$ cat src/rtl/code_rx.sv
// ---------------------------------------------------------------------------
// code_rx -- serial receiver for the single-wire code link (4 kHz, GPIO_1[17])
//
// Recovers 8-bit codes sent by the transmitter board. The line idles high;
// each frame is one low start bit, eight data bits MSB first, and one high
// stop bit, every bit lasting CLKS_PER_BIT cycles of CLOCK_50. The receiver
// re-aligns on every start edge and samples each bit at its midpoint.
//
// Parameters
//   CLKS_PER_BIT  CLOCK_50 cycles per bit (50 MHz / 4 kHz = 12500).
//                 Must be even and at least 8.
//   SYNC_STAGES   flops in the input synchronizer, at least 2.
//
// Ports
//   CLOCK_50    in   system clock, all logic on its rising edge
//   reset_n     in   synchronous active-low reset
//   serial_in   in   asynchronous line from the GPIO pin, idles high
//   code_out    out  [7:0] last correctly framed code (bit 7 = first data bit)
//   code_valid  out  one-cycle pulse when code_out is updated
//   frame_err   out  one-cycle pulse when the stop bit is sampled low
//   busy        out  high whenever the receiver is not idle
// ---------------------------------------------------------------------------
module code_rx #(
    parameter int CLKS_PER_BIT = 12500,
    parameter int SYNC_STAGES  = 2
) (
    input  logic       CLOCK_50,
    input  logic       reset_n,
    input  logic       serial_in,
    output logic [7:0] code_out,
    output logic       code_valid,
    output logic       frame_err,
    output logic       busy
);

    // Cycle counter only ever has to reach CLKS_PER_BIT - 1.
    localparam int CNT_W = (CLKS_PER_BIT > 1) ? $clog2(CLKS_PER_BIT) : 1;

    // Start bit is resampled at its middle; every later bit one full period on.
    localparam logic [CNT_W-1:0] HALF_LAST = CNT_W'(CLKS_PER_BIT / 2 - 1);
    localparam logic [CNT_W-1:0] BIT_LAST  = CNT_W'(CLKS_PER_BIT - 1);

    typedef enum logic [2:0] {
        S_IDLE,
        S_START,
        S_DATA,
        S_STOP,
        S_WAIT_HIGH
    } state_t;

    // -----------------------------------------------------------------------
    // Input synchronizer and falling-edge detect
    // -----------------------------------------------------------------------
    logic [SYNC_STAGES-1:0] sync_q;
    logic                   line_s;
    logic                   line_prev_q;
    logic                   fall_edge;

    // Synchronizer flops reset to the idle level so that leaving reset on a
    // high line cannot look like a start edge.
    // NOTE: sequential state is written with non-blocking assignments only, so
    // every flop samples the pre-edge value of its neighbours (a shift chain
    // written with blocking assignments would collapse into a single flop).
    always_ff @(posedge CLOCK_50) begin
        if (!reset_n) begin
            sync_q      <= '1;
            line_prev_q <= 1'b1;
        end else begin
            sync_q      <= {sync_q[SYNC_STAGES-2:0], serial_in};
            line_prev_q <= line_s;
        end
    end

    assign line_s    = sync_q[SYNC_STAGES-1];
    assign fall_edge = line_prev_q & ~line_s;

    // -----------------------------------------------------------------------
    // Receive FSM: state register
    // -----------------------------------------------------------------------
    state_t           state_q,   state_d;
    logic [CNT_W-1:0] cnt_q,     cnt_d;
    logic [2:0]       bit_idx_q, bit_idx_d;
    logic [7:0]       shift_q,   shift_d;
    logic [7:0]       code_q,    code_d;
    logic             valid_q,   valid_d;
    logic             err_q,     err_d;
    logic             busy_q,    busy_d;

    always_ff @(posedge CLOCK_50) begin
        if (!reset_n) begin
            state_q   <= S_IDLE;
            cnt_q     <= '0;
            bit_idx_q <= '0;
            shift_q   <= '0;
            code_q    <= '0;
            valid_q   <= 1'b0;
            err_q     <= 1'b0;
            busy_q    <= 1'b0;
        end else begin
            state_q   <= state_d;
            cnt_q     <= cnt_d;
            bit_idx_q <= bit_idx_d;
            shift_q   <= shift_d;
            code_q    <= code_d;
            valid_q   <= valid_d;
            err_q     <= err_d;
            busy_q    <= busy_d;
        end
    end

    // -----------------------------------------------------------------------
    // Receive FSM: next state and datapath
    // -----------------------------------------------------------------------
    // NOTE: every variable driven here gets a default before the case, so no
    // path leaves one unassigned and no latch can be inferred.
    always_comb begin
        state_d   = state_q;
        cnt_d     = cnt_q + 1'b1;
        bit_idx_d = bit_idx_q;
        shift_d   = shift_q;
        code_d    = code_q;
        valid_d   = 1'b0;
        err_d     = 1'b0;

        unique case (state_q)
            S_IDLE: begin
                cnt_d = cnt_q;
                if (fall_edge) begin
                    state_d = S_START;
                end
            end

            S_START: begin
                // A start bit that is high again at its midpoint was a glitch.
                if (cnt_q == HALF_LAST) begin
                    state_d = line_s ? S_IDLE : S_DATA;
                end
            end

            S_DATA: begin
                if (cnt_q == BIT_LAST) begin
                    cnt_d   = '0;
                    shift_d = {shift_q[6:0], line_s};
                    if (bit_idx_q == 3'd7) begin
                        state_d = S_STOP;
                    end else begin
                        bit_idx_d = bit_idx_q + 3'd1;
                    end
                end
            end

            S_STOP: begin
                // Returning straight to IDLE keeps a start bit that follows
                // the stop bit immediately within reach of the edge detector.
                if (cnt_q == BIT_LAST) begin
                    if (line_s) begin
                        code_d  = shift_q;
                        valid_d = 1'b1;
                        state_d = S_IDLE;
                    end else begin
                        err_d   = 1'b1;
                        state_d = S_WAIT_HIGH;
                    end
                end
            end

            S_WAIT_HIGH: begin
                // No edge detection here: a break or stuck-low line must go
                // high before a new frame can be recognised.
                cnt_d = cnt_q;
                if (line_s) begin
                    state_d = S_IDLE;
                end
            end

            default: begin
                state_d = S_IDLE;
            end
        endcase

        // Counters restart from zero on every state entry.
        if (state_d != state_q) begin
            cnt_d     = '0;
            bit_idx_d = '0;
        end

        busy_d = (state_d != S_IDLE);
    end

    assign code_out   = code_q;
    assign code_valid = valid_q;
    assign frame_err  = err_q;
    assign busy       = busy_q;

endmodule

$ cat config.mk
export PLATFORM = sky130hd
export DESIGN_NAME = code_rx
export DESIGN_NICKNAME = d
export VERILOG_FILES = /design/src/rtl/code_rx.sv
export SDC_FILE = /design/constraint.sdc
export NUM_CORES = 1
export LEC_CHECK = 0
export BUFFER_PORTS_ARGS = -buffer_cell sky130_fd_sc_hd__buf_2
export CORE_ASPECT_RATIO = 1.5
export CORE_MARGIN = 1.5
export CORE_UTILIZATION = 45
export CTS_BUF_LIST = sky130_fd_sc_hd__clkbuf_4 sky130_fd_sc_hd__clkbuf_8
export DETAILED_ROUTE_END_ITERATION = 10
export PLACE_DENSITY = 0.66
export SYNTH_ARGS = -nofsm -noshare
export SYNTH_HDL_FRONTEND = slang
export SYNTH_SLANG_ARGS = --single-unit
$ cat constraint.sdc
create_clock -name CLOCK_50 -period 1.78 [get_ports CLOCK_50]
set_input_delay 0.356 -clock CLOCK_50 [delete_from_list [all_inputs] [get_ports CLOCK_50]]
set_output_delay 0.356 -clock CLOCK_50 [all_outputs]
set_load 0.01 [all_outputs]
==> metrics.log, run 1 <==
INFO  metric power_density = approximately 760 nW/um^2
INFO  metric setup_repair_after_global_routing_missed_its_margin = true
INFO  metric drt_first_pass_iters = 4
INFO  metric clockPowerShare = 0.456
INFO  metric internal_power_summed_over_all_cells = 1.559 mW
INFO  metric layout-drive-gt1-share = 0.3640
INFO  metric cts.path.max_buffers = 2
INFO  metric worstHoldPathType = input port to flop
INFO  metric fmax = between 500 and 600 MHz
INFO  metric endpoint_kind = flop
INFO  metric non_filler_instance_count_after_layout = ~300
INFO  metric detail_route.iter0.violations = 45
INFO  metric grt_pass1_wl = roughly 7.1 mm
INFO  metric die_w = 56.64 um
INFO  metric finalNetCount = 267
INFO  metric timing.final.max_slew_violations = 0
INFO  metric flow.area_growth_from_synthesis = 32.35%
INFO  metric postSynthAreaPerCell = slightly above 9 um^2
INFO  metric layout_setup_ws = -40.21 ps
INFO  metric worst_setup_hold_path_clk_slew = ~80 ps
INFO  metric fin_area = 2570 um^2
INFO  metric finalWirelength = 4.465 mm
INFO  metric wirelength_per_cell = around 15 um
INFO  metric start_util = 0.4654
INFO  metric synth_async_sr_flop_share = 0
INFO  metric synth.yosys.seq_area_share = 0.4330
INFO  metric synth.largest_area_cell = sky130_fd_sc_hd__dfxtp_1
INFO  metric cts_made_buffers = 5
INFO  metric cts_htree_levels = 2
INFO  metric setup_viol_count_final = 2
INFO  metric place_hpwl = slightly above 3 mm
INFO  metric utilization = 0.6159
INFO  metric share_comb_of_total_power = 0.060
INFO  metric ys_ff_latch = 42
INFO  metric synth-edff-count = 0
INFO  metric crit_fanout = 17
INFO  metric synthTopCellsByCount = sky130_fd_sc_hd__dfxtp_1 (42), sky130_fd_sc_hd__a21oi_1 (29), sky130_fd_sc_hd__nand2_1 (26)
INFO  metric power_frac_seq = 0.484
INFO  metric timing.slew.headroom = 0.7461
INFO  metric max_cap_check_violation_count = 0
INFO  metric synth_fp_nets = 218
INFO  metric antenna_violating_nets_post_route = 0
INFO  metric floorplan.rows = 29
INFO  metric syn_area = between 1500 and 2000 um^2
INFO  metric synth.distinct_cells = 47
INFO  metric fill_cells = 355
INFO  metric die_height = between 80 and 90 um
INFO  metric vdd_ir_drop_max = 689.0 uV
INFO  metric clock-root-buffer = sky130_fd_sc_hd__clkbuf_8
INFO  metric grt.total_usage = 0.1910
INFO  metric post_drt_via_cell_ratio = approximately 5.5
INFO  metric sw_pwr = 403.6 uW
INFO  metric netlist_top_cells_area = sky130_fd_sc_hd__dfxtp_1 (43%), sky130_fd_sc_hd__a21oi_1 (7.5%), sky130_fd_sc_hd__mux2i_1 (6.2%)
INFO  metric ys_dominant_reg_cell = sky130_fd_sc_hd__dfxtp_1
INFO  metric clock-sinks = 42
INFO  metric maximum_number_of_pins_on_one_net_before_global_route_repair = 21
INFO  metric clock_tree_from_tritoncts = done
INFO  metric routabilityCongestion = ~0.82
INFO  metric crit_path_start_kind = flop
INFO  metric data_required_time_of_the_worst_path = ~2000 ps
INFO  metric total_leakage_power = about 1.1 nW
INFO  metric worst_hold_slack = about 240 ps
INFO  metric drc = 0
INFO  metric finalWorstPathRequiredPeriod = 1820 ps
INFO  metric floorplan.die_area = between 4000 and 5000 um^2
INFO  metric yosys.area.top_type_share = 0.4330
INFO  metric yosys_warnings = 0
INFO  metric cp_data_arrival_time = between 2000 and 2500 ps
INFO  metric maximum_clock_skew_at_final_layout = ~10 ps
INFO  metric grt_antenna_before_repair = 0
INFO  metric placed_area = between 2000 and 2500 um^2
INFO  metric post_cts_hold_buffer_count = 0
INFO  metric outcome = complete, but fails checks
INFO  metric io_buffers = 13
INFO  metric grt_remaining_overflow = 0
INFO  metric report.final.hold_viol_count = 0
INFO  metric floorplan.core_area = approximately 4200 um^2
INFO  metric synth.most_common_cell = sky130_fd_sc_hd__dfxtp_1
INFO  metric timing.final.crit_share = 1.023
INFO  metric netlist_instances = between 200 and 250
INFO  metric clk-insertion-delay-late = approximately 300 ps
INFO  metric boundaryPins = 14
INFO  metric failing_checks = setup timing
INFO  metric p_sw_frac = 0.2056
INFO  metric first_global_vias = between 1500 and 2000
INFO  metric cell_count_after_placement = 297
INFO  metric setup.worst_path.class = flop to flop
INFO  metric n_antenna_cell = 0
INFO  metric detailroute.via_count = between 1500 and 2000
INFO  metric worst_pin_slew = 378.0 ps
## logic make-up after synthesis
logic type	after synthesis	synth area share
compound gates	43	0.1347
simple gates	81	0.2339
flops	42	0.4330
fa+ha+maj	4	0.02577
xor+xnor	12	0.05413
buf+inv	17	0.05670
mux	12	0.06186
## final timing paths
| kind | slack, ps | from | cells after the start | to |
|---|---|---|---|---|
| worst max-delay path | -40 | cnt_q[1] | 8 | bit_idx_q[0] |
| worst max register to register | -40 | cnt_q[1] | 8 | bit_idx_q[0] |
| worst min-delay path | 240 | serial_in | 2 | sync_q[0] |
| worst min register to register | 430 | sync_q[0] | 1 | sync_q[1] |
## final cells by class
type / instances / area [um^2] / share of cell area
repair buffers: 54 / 392.9 / 0.1529
multi-input cells: 152 / 1112 / 0.4328
clock buffers: 5 / 68.82 / 0.02678
clock inverters: 3 / 68.82 / 0.02678
well taps: 46 / 57.56 / 0.02240
inverters: 5 / 21.27 / 0.008277
flip-flops and latches: 42 / 848.3 / 0.3301
## routing by layer
layer | routed length (um) | GRT usage | up-vias
met5 | 0 | 0 | -
met4 | 136 | 0.08225 | 0
met3 | 108 | 0.04806 | 11
met2 | 2347 | 0.3457 | 27
met1 | 1873 | 0.2029 | 798
li1 | - | - | 839
## per-stage QoR
stage | setup TNS (ps) | setup slack (ps) | power, mW
floorplan | -71.12 | -8.769 | 1.025
global placement | -1443 | -160.2 | 1.061
detailed placement | -2442 | -235.8 | 1.061
CTS | -992.2 | -90.47 | 1.959
global route | -1689 | -122.6 | 2.031
finish | -45.53 | -40.21 | 1.963
## sequential cells by signal, summed over array words and instances (netlist names)
signal	count
cnt_q	14
code_out	8
shift_q	8
bit_idx_q	3
state_q	3
sync_q	2
busy	1
code_valid	1
frame_err	1
line_prev_q	1
## power by group through the flow
stage	logic [mW]	clock network [mW]	registers [mW]
after floorplan	0.0534	0	0.972
after global placement	0.0890	0	0.972
after detailed placement	0.0893	0	0.972
after CTS	0.0954	0.914	0.949
after global routing	0.126	0.955	0.950
final	0.118	0.896	0.949
## repair_timing
item | 4_1_cts | 5_1_grt
buffers inserted | 0 | 1
endpoints found under the setup margin | 18 | 18
pin swaps | 3 | 9
gates cloned | 0 | 1
gates resized for setup | 12 | 17
## worst max-delay path, cell delays in order (launching register included)
cell                       delay [ps]
sky130_fd_sc_hd__dfxtp_4          390
sky130_fd_sc_hd__inv_4             40
sky130_fd_sc_hd__ha_4             140
sky130_fd_sc_hd__nor4bb_4         140
sky130_fd_sc_hd__nand4_1          170
sky130_fd_sc_hd__o221ai_1         160
sky130_fd_sc_hd__a211o_1          330
sky130_fd_sc_hd__buf_12           170
sky130_fd_sc_hd__a221oi_2         200
## cell usage in the layout (no fill, tap or decap), types with 2 or more instances in the layout
master and instances:
sky130_fd_sc_hd__dfxtp_1 40, sky130_fd_sc_hd__buf_4 38, sky130_fd_sc_hd__nand2_1 25, sky130_fd_sc_hd__a21oi_1 19, sky130_fd_sc_hd__nor2_1 17, sky130_fd_sc_hd__buf_2 13
sky130_fd_sc_hd__mux2i_1 11, sky130_fd_sc_hd__a21oi_2 10, sky130_fd_sc_hd__xor2_1 9, sky130_fd_sc_hd__nand4_1 5, sky130_fd_sc_hd__nand3_1 5, sky130_fd_sc_hd__clkbuf_8 5
sky130_fd_sc_hd__inv_1 4, sky130_fd_sc_hd__a211o_1 3, sky130_fd_sc_hd__nand2b_1 3, sky130_fd_sc_hd__nor3_1 3, sky130_fd_sc_hd__xnor2_1 3, sky130_fd_sc_hd__and4b_1 2
sky130_fd_sc_hd__ha_1 2, sky130_fd_sc_hd__ha_4 2, sky130_fd_sc_hd__bufinv_16 2, sky130_fd_sc_hd__buf_6 2, sky130_fd_sc_hd__dfxtp_4 2
No activity file was read; power rests on OpenSTA's default activity.
==> run 2: changes to the inputs <==
==> constraint.sdc (replaced) <==
create_clock -name CLOCK_50 -period 1.78 [get_ports CLOCK_50]
set_input_delay 0 -clock CLOCK_50 [delete_from_list [all_inputs] [get_ports CLOCK_50]]
set_output_delay 0 -clock CLOCK_50 [all_outputs]
set_load 0.01 [all_outputs]
==> metrics.log, run 2 (same netlist as run 1, synthesis figures left out) <==
INFO  metric cts.path.max_buffers = 2
INFO  metric cp_data_arrival_time = roughly 2100 ps
INFO  metric timing.final.crit_share = 1.078
INFO  metric detailroute.via_count = 1709
INFO  metric cts_htree_levels = 2
INFO  metric n_antenna_cell = 0
INFO  metric worst_pin_slew = about 400 ps
INFO  metric worst-r2r-cell-count = 7
INFO  metric io_buffers = 13
INFO  metric clk-insertion-delay-late = 300 ps
INFO  metric maximum_clock_skew_at_final_layout = around 10 ps
INFO  metric grt_antenna_before_repair = 0
INFO  metric floorplan.core_area = between 4000 and 5000 um^2
INFO  metric endpoint_kind = flop
INFO  metric maximum_number_of_pins_on_one_net_before_global_route_repair = 21
INFO  metric layout.cells.most_common_list = sky130_fd_sc_hd__dfxtp_1 (40), sky130_fd_sc_hd__buf_4 (40), sky130_fd_sc_hd__nand2_1 (25)
INFO  metric max_ffs_per_register = 14
INFO  metric finalNetCount = between 200 and 300
INFO  metric wirelength_per_cell = between 10 and 15 um
INFO  metric data_required_time_of_the_worst_path = 2000 ps
INFO  metric setup.worst_path.class = flop to flop
INFO  metric max_flop_register = cnt_q
INFO  metric finalWorstPathRequiredPeriod = around 1900 ps
INFO  metric holdCritStartpoint = sync_q[0]
INFO  metric drt_first_pass_iters = 4
INFO  metric timing.final.max_slew_violations = 0
INFO  metric boundaryPins = 14
INFO  metric layout_setup_ws = -139.3 ps
INFO  metric detail_route.iter0.violations = 50
INFO  metric drc = 0
INFO  metric total_power = between 1.5 and 2 mW
INFO  metric clock-sinks = 42
INFO  metric r2r-end = bit_idx_q[0]
INFO  metric setup_viol_count_final = 17
INFO  metric crit_fanout = 5
INFO  metric layout-drive-gt1-share = 0.4000
INFO  metric vdd_ir_drop_max = roughly 610 uV
INFO  metric max_cap_check_violation_count = 0
INFO  metric antenna_violating_nets_post_route = 0
INFO  metric first_global_vias = approximately 1700
INFO  metric worst_hold_slack = ~420 ps
INFO  metric floorplan.rows = 29
INFO  metric failing_checks = setup timing
INFO  metric report.final.hold_viol_count = 0
INFO  metric place_hpwl = roughly 3.0 mm
INFO  metric worstHoldPathType = flop to flop
INFO  metric power_density = ~730 nW/um^2
INFO  metric grt_remaining_overflow = 0
INFO  metric routabilityCongestion = 0.8353
INFO  metric crit_path_start_kind = flop
INFO  metric timing.setup.tns = -949.4 ps
INFO  metric holdPathStages = 1
INFO  metric die_height = around 83 um
INFO  metric utilization = 0.6534
INFO  metric timing.slew.headroom = 0.7291
INFO  metric grt.total_usage = 0.1972
INFO  metric finalWirelength = roughly 4.7 mm
INFO  metric flow.area_growth_from_synthesis = 40.40%
INFO  metric cts_made_buffers = 5
INFO  metric hold_path_end = sync_q[1]
INFO  metric clock-root-buffer = sky130_fd_sc_hd__clkbuf_8
INFO  metric floorplan.die_area = approximately 4700 um^2
INFO  metric clock_tree_from_tritoncts = done
INFO  metric start_util = 0.4654
INFO  metric outcome = complete, but fails checks
INFO  metric worst_setup_hold_path_clk_slew = 90 ps
INFO  metric regToRegStartpoint = cnt_q[0]
INFO  metric die_w = approximately 57 um
INFO  metric post_drt_via_cell_ratio = 5.408
INFO  metric total_leakage_power = 1.129 nW
INFO  metric setup_repair_after_global_routing_missed_its_margin = true
INFO  metric r2r_setup_slack = -140 ps
INFO  metric grt_pass1_wl = about 7.3 mm
INFO  metric fmax = ~520 MHz
[run 2: how the worst max path moves through the flow]
stage,start,to,slack (ps)
final,cnt_q[0],bit_idx_q[0],-140
after CTS,cnt_q[1],cnt_q[0],-80
after global placement,cnt_q[1],cnt_q[0],-160
after global routing,bit_idx_q[0],bit_idx_q[0],-230
after floorplan,cnt_q[0],bit_idx_q[1],-9
after detailed placement,cnt_q[1],cnt_q[0],-280
[run 2: per-stage QoR]
stage | instance area [um^2] | cells | setup slack, ps
after global routing | 2726 | 316 | -225.9
after floorplan | 1976 | 211 | -8.769
after detailed placement | 2312 | 297 | -282.3
after global placement | 2312 | 297 | -164.4
final | 2726 | 316 | -139.3
after CTS | 2510 | 308 | -79.22
[run 2: timing repair]
action | in CTS | in global routing
cloned | 0 | 3
setup buffers | 0 | 6
gates resized for setup | 7 | 29
endpoints found under the hold margin | 4 | 0
hold buffers | 3 | 0
pin swaps | 3 | 23
setup endpoints to repair | 18 | 24
[run 2: where the power goes]
part	internal, mW	switching [mW]
registers	0.943	0.00630
clock network	0.562	0.347
logic	0.0614	0.0652
total	1.57	0.418
[run 2: metal layers]
| metal | global-route usage | wire length, um | part of all wire |
|---|---|---|---|
| met5 | 0 | 0 | 0 |
| met4 | 0.09957 | 121 | 0.026 |
| met3 | 0.04806 | 105 | 0.022 |
| met2 | 0.3510 | 2511 | 0.54 |
| met1 | 0.2094 | 1942 | 0.41 |
[run 2: final cells by class]
type / count / area [um^2]
clock buffer: 5 / 68.82
clock inverter: 3 / 68.82
timing repair buffer: 63 / 519.2
fill: 319 / 1446
sequential: 42 / 848.3
multi-input combinational: 152 / 1145
tap: 46 / 57.56
inverter: 5 / 18.77
[run 2: critical path, stage by stage, from the launching register on]
cell                       delay, ps
sky130_fd_sc_hd__dfxtp_4         400
sky130_fd_sc_hd__ha_4            140
sky130_fd_sc_hd__and4b_1         180
sky130_fd_sc_hd__and4_4          240
sky130_fd_sc_hd__mux2i_2         100
sky130_fd_sc_hd__a211o_4         400
sky130_fd_sc_hd__buf_12          150
sky130_fd_sc_hd__a221oi_2        230
==> run 3: changes to the inputs <==
CTS_CLUSTER_DIAMETER = 60   (was not set)
PLACE_DENSITY = 0.63   (was 0.66)
clock period = 2 ns   (was 1.78 ns; I/O delays follow)
==> metrics.log, run 3 (same netlist as run 1, synthesis figures left out) <==
INFO  metric cts.path.max_buffers = 2
INFO  metric layout.cells.most_common = sky130_fd_sc_hd__dfxtp_1
INFO  metric timing.slew.headroom = 0.6804
INFO  metric setup.worst_path.class = flop to flop
INFO  metric holdCritStartpoint = sync_q[0]
INFO  metric n_antenna_cell = 0
INFO  metric worstHoldPathType = flop to flop
INFO  metric max_ffs_per_register = 14
INFO  metric routabilityCongestion = around 0.82
INFO  metric grtUsageMet3 = 0.04651
INFO  metric die_height = between 80 and 90 um
INFO  metric worst_setup_hold_path_clk_slew = ~80 ps
INFO  metric gr-usage-met1 = 0.2008
INFO  metric maximum_number_of_pins_on_one_net_before_global_route_repair = 21
INFO  metric clock-sinks = 42
INFO  metric antenna_violating_nets_post_route = 0
INFO  metric utilization = 0.5484
INFO  metric drc = 0
INFO  metric clock-root-buffer = sky130_fd_sc_hd__clkbuf_8
INFO  metric timing.final.crit_share = 0.9510
INFO  metric boundaryPins = 14
INFO  metric total_leakage_power = 0.9329 nW
INFO  metric hold_path_end = sync_q[1]
INFO  metric cts_made_buffers = 5
INFO  metric fill_cells = slightly below 400
INFO  metric crit_fanout = 17
INFO  metric post_drt_via_cell_ratio = approximately 5.4
INFO  metric power_density = between 600 and 700 nW/um^2
INFO  metric cp_data_arrival_time = between 2000 and 2500 ps
INFO  metric outcome = completed
INFO  metric endpoint_kind = flop
INFO  metric finalWorstPathRequiredPeriod = roughly 1900 ps
INFO  metric cts_htree_levels = 2
INFO  metric first_global_vias = about 1500
INFO  metric regToRegStartpoint = cnt_q[0]
INFO  metric max_cap_check_violation_count = 0
INFO  metric io_buffers = 13
INFO  metric drt_first_pass_iters = 4
INFO  metric worst_pin_slew = between 400 and 500 ps
INFO  metric clock_tree_from_tritoncts = done
INFO  metric post-place-ws = -3.281 ps
INFO  metric layout-drive-gt1-share = 0.2387
INFO  metric holdPathStages = 1
INFO  metric grt_pass1_wl = between 6 and 7 mm
INFO  metric finalWirelength = 3.876 mm
INFO  metric clk-insertion-delay-late = around 300 ps
INFO  metric grt_antenna_before_repair = 0
INFO  metric layout_setup_ws = between 90 and 100 ps
INFO  metric grt.total_usage = 0.1755
INFO  metric layout.cells.most_common_list = sky130_fd_sc_hd__dfxtp_1 (40), sky130_fd_sc_hd__a21oi_1 (28), sky130_fd_sc_hd__nand2_1 (26)
INFO  metric r2r_setup_slack = roughly 98 ps
INFO  metric max_flop_register = cnt_q
INFO  metric grtUsageMet2 = 0.3044
INFO  metric detailroute.via_count = roughly 1600
INFO  metric place_hpwl = around 2.8 mm
INFO  metric setup_repair_after_global_routing_missed_its_margin = false
INFO  metric top_usage_layer = met2
INFO  metric finalNetCount = 249
INFO  metric floorplan.core_area = approximately 4200 um^2
INFO  metric floorplan.die_area = ~4700 um^2
INFO  metric data_required_time_of_the_worst_path = between 2000 and 2500 ps
INFO  metric die_w = between 50 and 60 um
INFO  metric setup_viol_count_final = 0
INFO  metric vdd_ir_drop_max = 550.7 uV
INFO  metric cell_count_after_placement = around 280
INFO  metric start_util = 0.4654
INFO  metric fmax = about 530 MHz
INFO  metric grt_remaining_overflow = 0
INFO  metric timing.setup.tns = 0 ps
INFO  metric crit_path_start_kind = flop
INFO  metric detail_route.iter0.violations = 57
INFO  metric wirelength_per_cell = roughly 13 um
INFO  metric non_filler_instance_count_after_layout = around 290
INFO  metric floorplan.rows = 29
INFO  metric timing.final.max_slew_violations = 0
INFO  metric r2r-end = bit_idx_q[0]
INFO  metric total_power = between 1 and 1.5 mW
INFO  metric report.final.hold_viol_count = 0
INFO  metric maximum_clock_skew_at_final_layout = slightly above 7 ps
INFO  metric worst-r2r-cell-count = 8
INFO  metric flow.area_growth_from_synthesis = 17.85%
[run 3: cell types whose count changed in the layout (fill, tap and decap cells not counted), sizes merged]
cell,delta
buf,-25
bufinv,-2
clkbuf,-1
clkinvlp,+1
[run 3: layout make-up]
cell class                      instances  area (um^2)  share of cell area
Clock buffer                            6        82.58             0.03609
Timing Repair Buffer                   36        257.7              0.1126
Tap cell                               46        57.56             0.02515
Sequential cell                        42        845.8              0.3696
Inverter                                5        18.77            0.008201
Multi-Input combinational cell        152         1013              0.4429
Clock inverter                          2        12.51            0.005467
[run 3: worst max-delay path by stage]
stage	slack [ps]	cells past startpoint	endpoint	start
after detailed placement	-3	6	cnt_q[0]	cnt_q[0]
final	100	8	bit_idx_q[0]	cnt_q[0]
after floorplan	70	9	bit_idx_q[1]	cnt_q[0]
after CTS	8	7	bit_idx_q[0]	cnt_q[0]
after global placement	70	8	bit_idx_q[0]	cnt_q[0]
after global routing	2	8	bit_idx_q[0]	cnt_q[0]
[run 3: metal layers]
layer | share of wire | vias to the layer above
met1 | 0.45 | 735
met4 | 0.0095 | 0
met3 | 0.030 | 4
met5 | 0 | -
met2 | 0.51 | 19
li1 | - | 799
[run 3: critical path, cell delays in order, from the launching register on]
cell and delay (ps):
sky130_fd_sc_hd__dfxtp_4 370, sky130_fd_sc_hd__ha_1 210, sky130_fd_sc_hd__buf_4 150, sky130_fd_sc_hd__and4b_1 190
sky130_fd_sc_hd__nand4_1 140, sky130_fd_sc_hd__o221ai_1 130, sky130_fd_sc_hd__a211o_1 270, sky130_fd_sc_hd__buf_12 160
sky130_fd_sc_hd__a221oi_2 190
[run 3: timing repair]
| item | in CTS | in global routing |
|---|---|---|
| hold buffers | 3 | 0 |
| hold endpoints to repair | 4 | 0 |
| cloned | 0 | 0 |
| endpoints found under the setup margin | 4 | 18 |
| setup buffers | 0 | 1 |
| gates resized for setup | 1 | 9 |
| pin swaps | 0 | 2 |
[run 3: report_power, final]
group	total (mW)	switching (mW)	internal [mW]
sequential	0.846	0.00517	0.841
combinational	0.0737	0.0406	0.0331
clock	0.573	0.296	0.278
[run 3: per-stage QoR]
stage / area (um^2) / hold WS [ps]
after floorplan: 1942 / 73.04
after global placement: 2128 / 179.3
after detailed placement: 2128 / 205.8
after CTS: 2253 / 439.7
after global routing: 2288 / 454.9
final: 2288 / 433.1
